===== src/rtl/pwm_audio_out.sv =====
// pwm_audio_out
//   Turns the mixer's 8-bit level into a 1-bit audio stream for an external
//   RC filter. The level is latched once per 256-tick frame so it never
//   changes mid-period. The modulation is either classic PWM or first-order
//   sigma-delta (PDM). A 4-bit prescaler sets the tick rate.
//
// Ports
//   clk          system clock
//   rst_n        asynchronous active-low reset
//   sample_in    mixer level (0 = silence, 255 = maximum)
//   enable       1 = modulator running; 0 = idle, output forced low
//   mode         0 = PWM, 1 = sigma-delta; takes effect at a frame boundary
//   prescale     one tick every (prescale+1) clocks
//   pwm_out      registered 1-bit audio output
//   frame_start  one-clock pulse when a new sample and mode are latched
//   sample_held  sample currently being modulated
module pwm_audio_out (
    input  logic       clk,
    input  logic       rst_n,
    input  logic [7:0] sample_in,
    input  logic       enable,
    input  logic       mode,
    input  logic [3:0] prescale,
    output logic       pwm_out,
    output logic       frame_start,
    output logic [7:0] sample_held
);

    logic [3:0] div_cnt;
    logic [7:0] phase;
    logic [7:0] acc;
    logic       mode_active;

    logic       tick;
    logic       boundary;
    logic [8:0] sum;

    // The >= compare means that lowering prescale below the current count
    // gives a tick on the next clock. An == compare would let the counter
    // run on through a full 16-clock wrap.
    assign tick     = enable && (div_cnt >= prescale);
    assign boundary = tick && (phase == 8'hFF);
    assign sum      = {1'b0, acc} + {1'b0, sample_held};

    always_ff @(posedge clk or negedge rst_n) begin
        if (!rst_n) begin
            div_cnt     <= 4'd0;
            phase       <= 8'd0;
            acc         <= 8'd0;
            mode_active <= 1'b0;
            pwm_out     <= 1'b0;
            frame_start <= 1'b0;
            sample_held <= 8'd0;
        end else if (!enable) begin
            // While idle, track the inputs continuously. The first frame
            // after enable then uses the current level, not a stale one.
            div_cnt     <= 4'd0;
            phase       <= 8'd0;
            acc         <= 8'd0;
            pwm_out     <= 1'b0;
            frame_start <= 1'b0;
            sample_held <= sample_in;
            mode_active <= mode;
        end else begin
            frame_start <= boundary;

            if (tick) begin
                div_cnt <= 4'd0;
                phase   <= phase + 8'd1;
            end else begin
                div_cnt <= div_cnt + 4'd1;
            end

            // The boundary tick still modulates with the outgoing sample
            // and mode. The new ones apply from the following tick.
            if (!mode_active) begin
                pwm_out <= (phase < sample_held);
            end else if (tick) begin
                pwm_out <= sum[8];
                acc     <= sum[7:0];
            end

            if (boundary) begin
                sample_held <= sample_in;
                mode_active <= mode;
                // A new modulation scheme starts from a clean accumulator.
                // The same scheme keeps its residual error across frames.
                if (mode != mode_active) begin
                    acc <= 8'd0;
                end
            end
        end
    end

endmodule


===== config.mk =====
export PLATFORM = sky130hd
export DESIGN_NAME = pwm_audio_out
export DESIGN_NICKNAME = d
export VERILOG_FILES = /design/src/rtl/pwm_audio_out.sv
export SDC_FILE = /design/constraint.sdc
export NUM_CORES = 1
export LEC_CHECK = 0
export ABC_AREA = 1
export CAP_MARGIN = 25
export CORE_ASPECT_RATIO = 0.8
export CORE_MARGIN = 1
export CORE_UTILIZATION = 50
export DETAILED_ROUTE_END_ITERATION = 12
export HOLD_SLACK_MARGIN = 0.05
export PLACE_DENSITY = 0.75
export RECOVER_POWER = 50
export SYNTH_ARGS = -nofsm -noshare
export SYNTH_HDL_FRONTEND = slang
export SYNTH_SLANG_ARGS = --single-unit

===== constraint.sdc =====
create_clock -name clk -period 1.6 [get_ports clk]
set_input_delay 0.48 -clock clk [delete_from_list [all_inputs] [get_ports clk]]
set_output_delay 0.48 -clock clk [all_outputs]
set_load 0.05 [all_outputs]

## Yosys cells after proc, flatten, opt, wreduce, memory -nomap -nowiden

Cells that the tools add are included.

- Muxes and demuxes: 17
- Equality and inequality tests: 5
- Reductions and logical operators: 2
- Add/subtract/negate cells: 3
- $lt $le $gt $ge: 2

Operators by type and width:

| cell | number |
|---|---|
| 8-bit 2-to-1 mux | 9 |
| 8-bit by 8-bit adder with 9-bit output | 1 |
| 8-bit by 1-bit adder with 8-bit output, second input constant | 1 |
| 8-bit equality test, second input constant | 1 |
| 8-bit < comparator | 1 |
| 4-bit 2-to-1 mux | 2 |
| 1-bit 2-to-1 mux | 6 |
| 4-bit by 1-bit adder with 4-bit output, second input constant | 1 |
| 4-bit >= comparator | 1 |
| 2-bit by 1-bit != test with 1-bit output, second input constant | 2 |
| 3-bit by 2-bit != test with 1-bit output, second input constant | 1 |
| 1-bit logical AND | 2 |
| 1-bit != test | 1 |

- Register bits after elaboration: 31
- Input port bits: 16
- Output and inout bits: 10
- Word-level logic and storage cells: 36

## Logic depth before layout (Yosys ltp)

- Depth in word-level cells: 7
- Gate-level depth with buffers: 14
- Gate-level depth less buffers: 13

## Least setup slack after synthesis

Ideal clock, no wire load.

- Path type: register to register
- Start point: register sample_held[0]
- End point: register acc[4]
- Setup time: 0.115 ns
- Path slack: -0.259 ns
- Data required time: 1.485 ns
- Buffers on the path: 0
- Arrival time: 1.744 ns
- Cell stages (with the launch flop): 7
- Path through: dfrtp_1 > ha_1 > fa_1 > a21oi_1 > xor2_1 > o21a_1 > nor2_1

- Cells in the longest elaborated chain, start to end: 6

Ends and longest elaborated chain:

| element | line | source |
|---|---|---|
| from (decl) | 26 | `output logic [7:0] sample_held` |
| from (signal assigned) | 62 | `sample_held <= sample_in;` |
| from (signal assigned) | 84 | `sample_held <= sample_in;` |
| 8-bit by 8-bit adder with 9-bit output (*) | 43 | `assign sum = {1'b0, acc} + {1'b0, sample_held};` |
| 8-bit 2-to-1 mux (*) | 78 | `end else if (tick) begin` |
| 8-bit 2-to-1 mux (*) | 76 | `if (!mode_active) begin` |
| 8-bit 2-to-1 mux | 88 | `if (mode != mode_active) begin` |
| 8-bit 2-to-1 mux (*) | 83 | `if (boundary) begin` |
| 8-bit 2-to-1 mux (*) | 54 | `end else if (!enable) begin` |
| to (signal assigned) | 80 | `acc <= sum[7:0];` |
| to (decl) | 31 | `logic [7:0] acc;` |

Every way passes the cells marked *; elsewhere a longest branch is shown, timed or not.
A chain may end at the register's enable or synchronous reset.

## Worst setup path after layout

- Start point: input prescale[1]
- End point: register acc[7]

- Cells in the longest elaborated chain, start to end: 7
- Elaborated cells on any way between the ends: 8
- Classes of those cells: 1 x order compare; 5 x mux; 2 x reduce/logical

Ends and longest elaborated chain:

| element | line | source |
|---|---|---|
| from (decl) | 23 | `input logic [3:0] prescale,` |
| 4-bit >= comparator (*) | 41 | `assign tick = enable && (div_cnt >= prescale);` |
| 1-bit logical AND (*) | 41 |  |
| 8-bit 2-to-1 mux | 78 |  |
| 8-bit 2-to-1 mux | 76 |  |
| 8-bit 2-to-1 mux | 88 |  |
| 8-bit 2-to-1 mux (*) | 83 |  |
| 8-bit 2-to-1 mux (*) | 54 |  |

Marks and branches as above.

==> flow_summary.toml <==
[power]
totalPowerFinal_mw = 2.36
vdd_ir_drop_max_mv = 0.640
p_leak_nw = 1.54
power-per-cell-area_nw_per_um2 = 782

[setup_path]
critPathMaxFanout = 7
cp-end-kind = "register"
required_ns = 1.83
cp_slowest_stage_delay_ns = 0.29
cp_common_cell = "sky130_fd_sc_hd__nand2_1"
setup.worst_path.start_class = "input port"
critical_path_arrival_ns = 1.99
setup.worst_path.class = "input port to register"
ordered_cell_list_for_the_critical_path = "clkdlybuf4s15_2 -> inv_4 -> ha_4 -> nand2_2 -> nand2_1 -> nand2_1 -> nand3_2 -> buf_6 -> buf_6 -> a31oi_4 -> nand2_1 -> nor2_1"
crit_path_top_delay_cell = "sky130_fd_sc_hd__a31oi_4"

[sta]
maxSlewHeadroom_pct = 45.6
fin_worst_hold_slack_ns = 0.560
max_clock_freq_mhz = 571
period_needed_ns = 1.75
timing.final.setup_violations = 22
hold_violations = 0
fin_worst_skew_ns = 0.0137
rsz_0062_raised_after_global_routing = "true"
finalMaxSlewViolations = 0
tightestPinTransition_ns = 0.816
finalWorstSetupSlack_ns = -0.152
final_clock_period_utilization_by_the_worst_path_pct = 109

[yosys]
flip_flop_and_latch_count_after_synthesis = 31
syn-cell-area_um2 = 2060
seq_area_frac_synth_pct = 37.7
syn-instance-count = 263
yosys_warnings = 0
synth.distinct_cells = 29
syn_area_per_cell_um2 = 7.83
postSynthNetCount = 301

[placement]
placedInstanceArea_um2 = 2710
place_ws_ns = -0.655
portBuffers = 25
place_inst = 360
finalWeightedCongestion = 0.872
place_hpwl_um = 3530

[drt]
postRouteWirelength_um = 5520
drt-initial-drc-count = 110
vias_per_cell = 5.15
detail_route.drc_violations = 0
number_of_detailed_routing_iterations_run_before_antenna_repair = 4
detailroute.via_count = 1936
drt.antenna.violating_nets = 0
wl_per_cell_um = 14.7

[floorplanning]
design.core.area_um2 = 3880
dieHeight_um = 59.4
design.die.area_um2 = 4380
std_cell_rows = 20
num_io_pins = 26
chipWidth_um = 73.7
initial_utilization_pct = 53.1

[clock_tree]
cts_hold_buf = 0
clock_latency_on_the_worst_skew_pair_ns = 0.30
tritoncts_num_sinks = 31
cts_max_path_buffers = 2
cts_inserted_buffers = 5
cts_root_buffer = "sky130_fd_sc_hd__clkbuf_8"
cts.htree.levels = 2
clk_pin_slew_ns = 0.08
cts_tree = "built"

[flow_run]
timing.max_cap.violations = 0

[layout]
multi_input_area_um2 = 1270
synthToLayoutAreaGrowth_pct = 46.7
num_antenna_cells = 0
mostFrequentLayoutCell = "sky130_fd_sc_hd__nand2_1"
design_area_um2 = 3020
layout.cells.most_common_list = "sky130_fd_sc_hd__nand2_1 (64), sky130_fd_sc_hd__inv_1 (39), sky130_fd_sc_hd__dfrtp_1 (26)"
regArea_um2 = 782
layout-drive-gt1-share_pct = 32.1
post_layout_nets = 358
filler_cell_count = 270
final_cells = 376

[global_routing]
grtUsageTotal_pct = 27.8
grt_antenna_before_repair = 0
globalRouteOverflowTotal = 0
largest_net_degree_at_the_start_of_global_routing = 32
grt_first_pass_wirelength_um = 8690
grt_pass1_vias = 1979

[outcome]
violated_checks = "negative setup slack"
run_status = "finished, violations left"

[hold_path]
hold_class = "register to register"
-- area by class of cell --
class	instances	share of cell area, %
Multi-Input combinational cell	182	42.1
Inverter	46	5.88
Clock buffer	5	2.28
Timing Repair Buffer	54	21.1
Clock inverter	3	0.497
Tap cell	55	2.28
Sequential cell	31	25.9
-- Yosys cell counts, drive strengths merged --
master  number  area share, %
o22ai        2           0.61
a21o         1           0.36
xor2         3            1.3
xnor2        3            1.3
a21oi       24            6.7
o21ai        6            1.5
nor3         1           0.24
dfrtp       31             38
buf          3            1.6
nand3       11            3.2
inv         46            8.4
ha          21             13
or2          2           0.61
nor2        31            6.5
a211oi       1           0.36
fa           1           0.97
nand2       66             12
clkbuf       1           0.24
o21a         3            1.1
nand4        5            1.5
a31oi        1            1.0
-- repair_timing --
action	CTS	global route
gates cloned	2	0
pin swaps	16	11
endpoints found under the setup margin	31	30
resized for setup	29	33
buffers inserted	8	2
-- per-stage QoR --
step	util, %	setup TNS, ns
after floorplan	-	-0.0784
after global placement	69.8	-16.68
after detailed placement	69.8	-18.18
after CTS	76.7	-1.40
after global routing	77.8	-3.87
final	77.8	-1.86
-- per-layer routing --
metal / GRT usage, % / share of wire (%)
met1: 35.4 / 44
met5: 0 / 0
met4: 10.4 / 2.0
met3: 7.99 / 5.3
met2: 45.0 / 48
-- cell families after synthesis --
logic type      share of synthesized area, %
compound gates                          11.7
simple gates                            24.1
buf+inv                                 10.3
fa+ha+maj                               13.7
xor+xnor                                2.55
flops                                   37.7
-- critical path, delay by kind of cell --
kind / cells / cell delay (ns)
and+or+nand+nor: 6 / 0.49
adders and majority gates: 1 / 0.23
buffers and inverters: 4 / 0.50
AOI/OAI and AO/OA: 1 / 0.29
-- flip-flops by register name (all words and copies together), names as in the netlist --
register	flops
pwm_out	1
div_cnt	4
sample_held	8
acc	8
phase	8
frame_start	1
mode_active	1
-- path summary, 6_finish.rpt --
path,startpoint,slack [ns],end,depth (start not counted)
max,prescale[1],-0.15,acc[7]$_DFF_PN0_,12
min,div_cnt[0]$_DFF_PN0_,0.56,div_cnt[0]$_DFF_PN0_,2
max reg2reg,div_cnt[1]$_DFF_PN0_,-0.15,acc[7]$_DFF_PN0_,10
min reg2reg,div_cnt[0]$_DFF_PN0_,0.56,div_cnt[0]$_DFF_PN0_,2
max in group asynchronous,rst_n,0.23,sample_held[4]$_DFFE_PN0P_,2
min in group asynchronous,rst_n,0.80,mode_active$_DFFE_PN0P_,2
-- report_power, final --
part / total [mW] / switching [mW] / internal [mW]
clock network: 0.626 / 0.328 / 0.298
registers: 0.887 / 0.0484 / 0.839
logic: 0.847 / 0.457 / 0.390
Power figures use the tool's default switching activity.
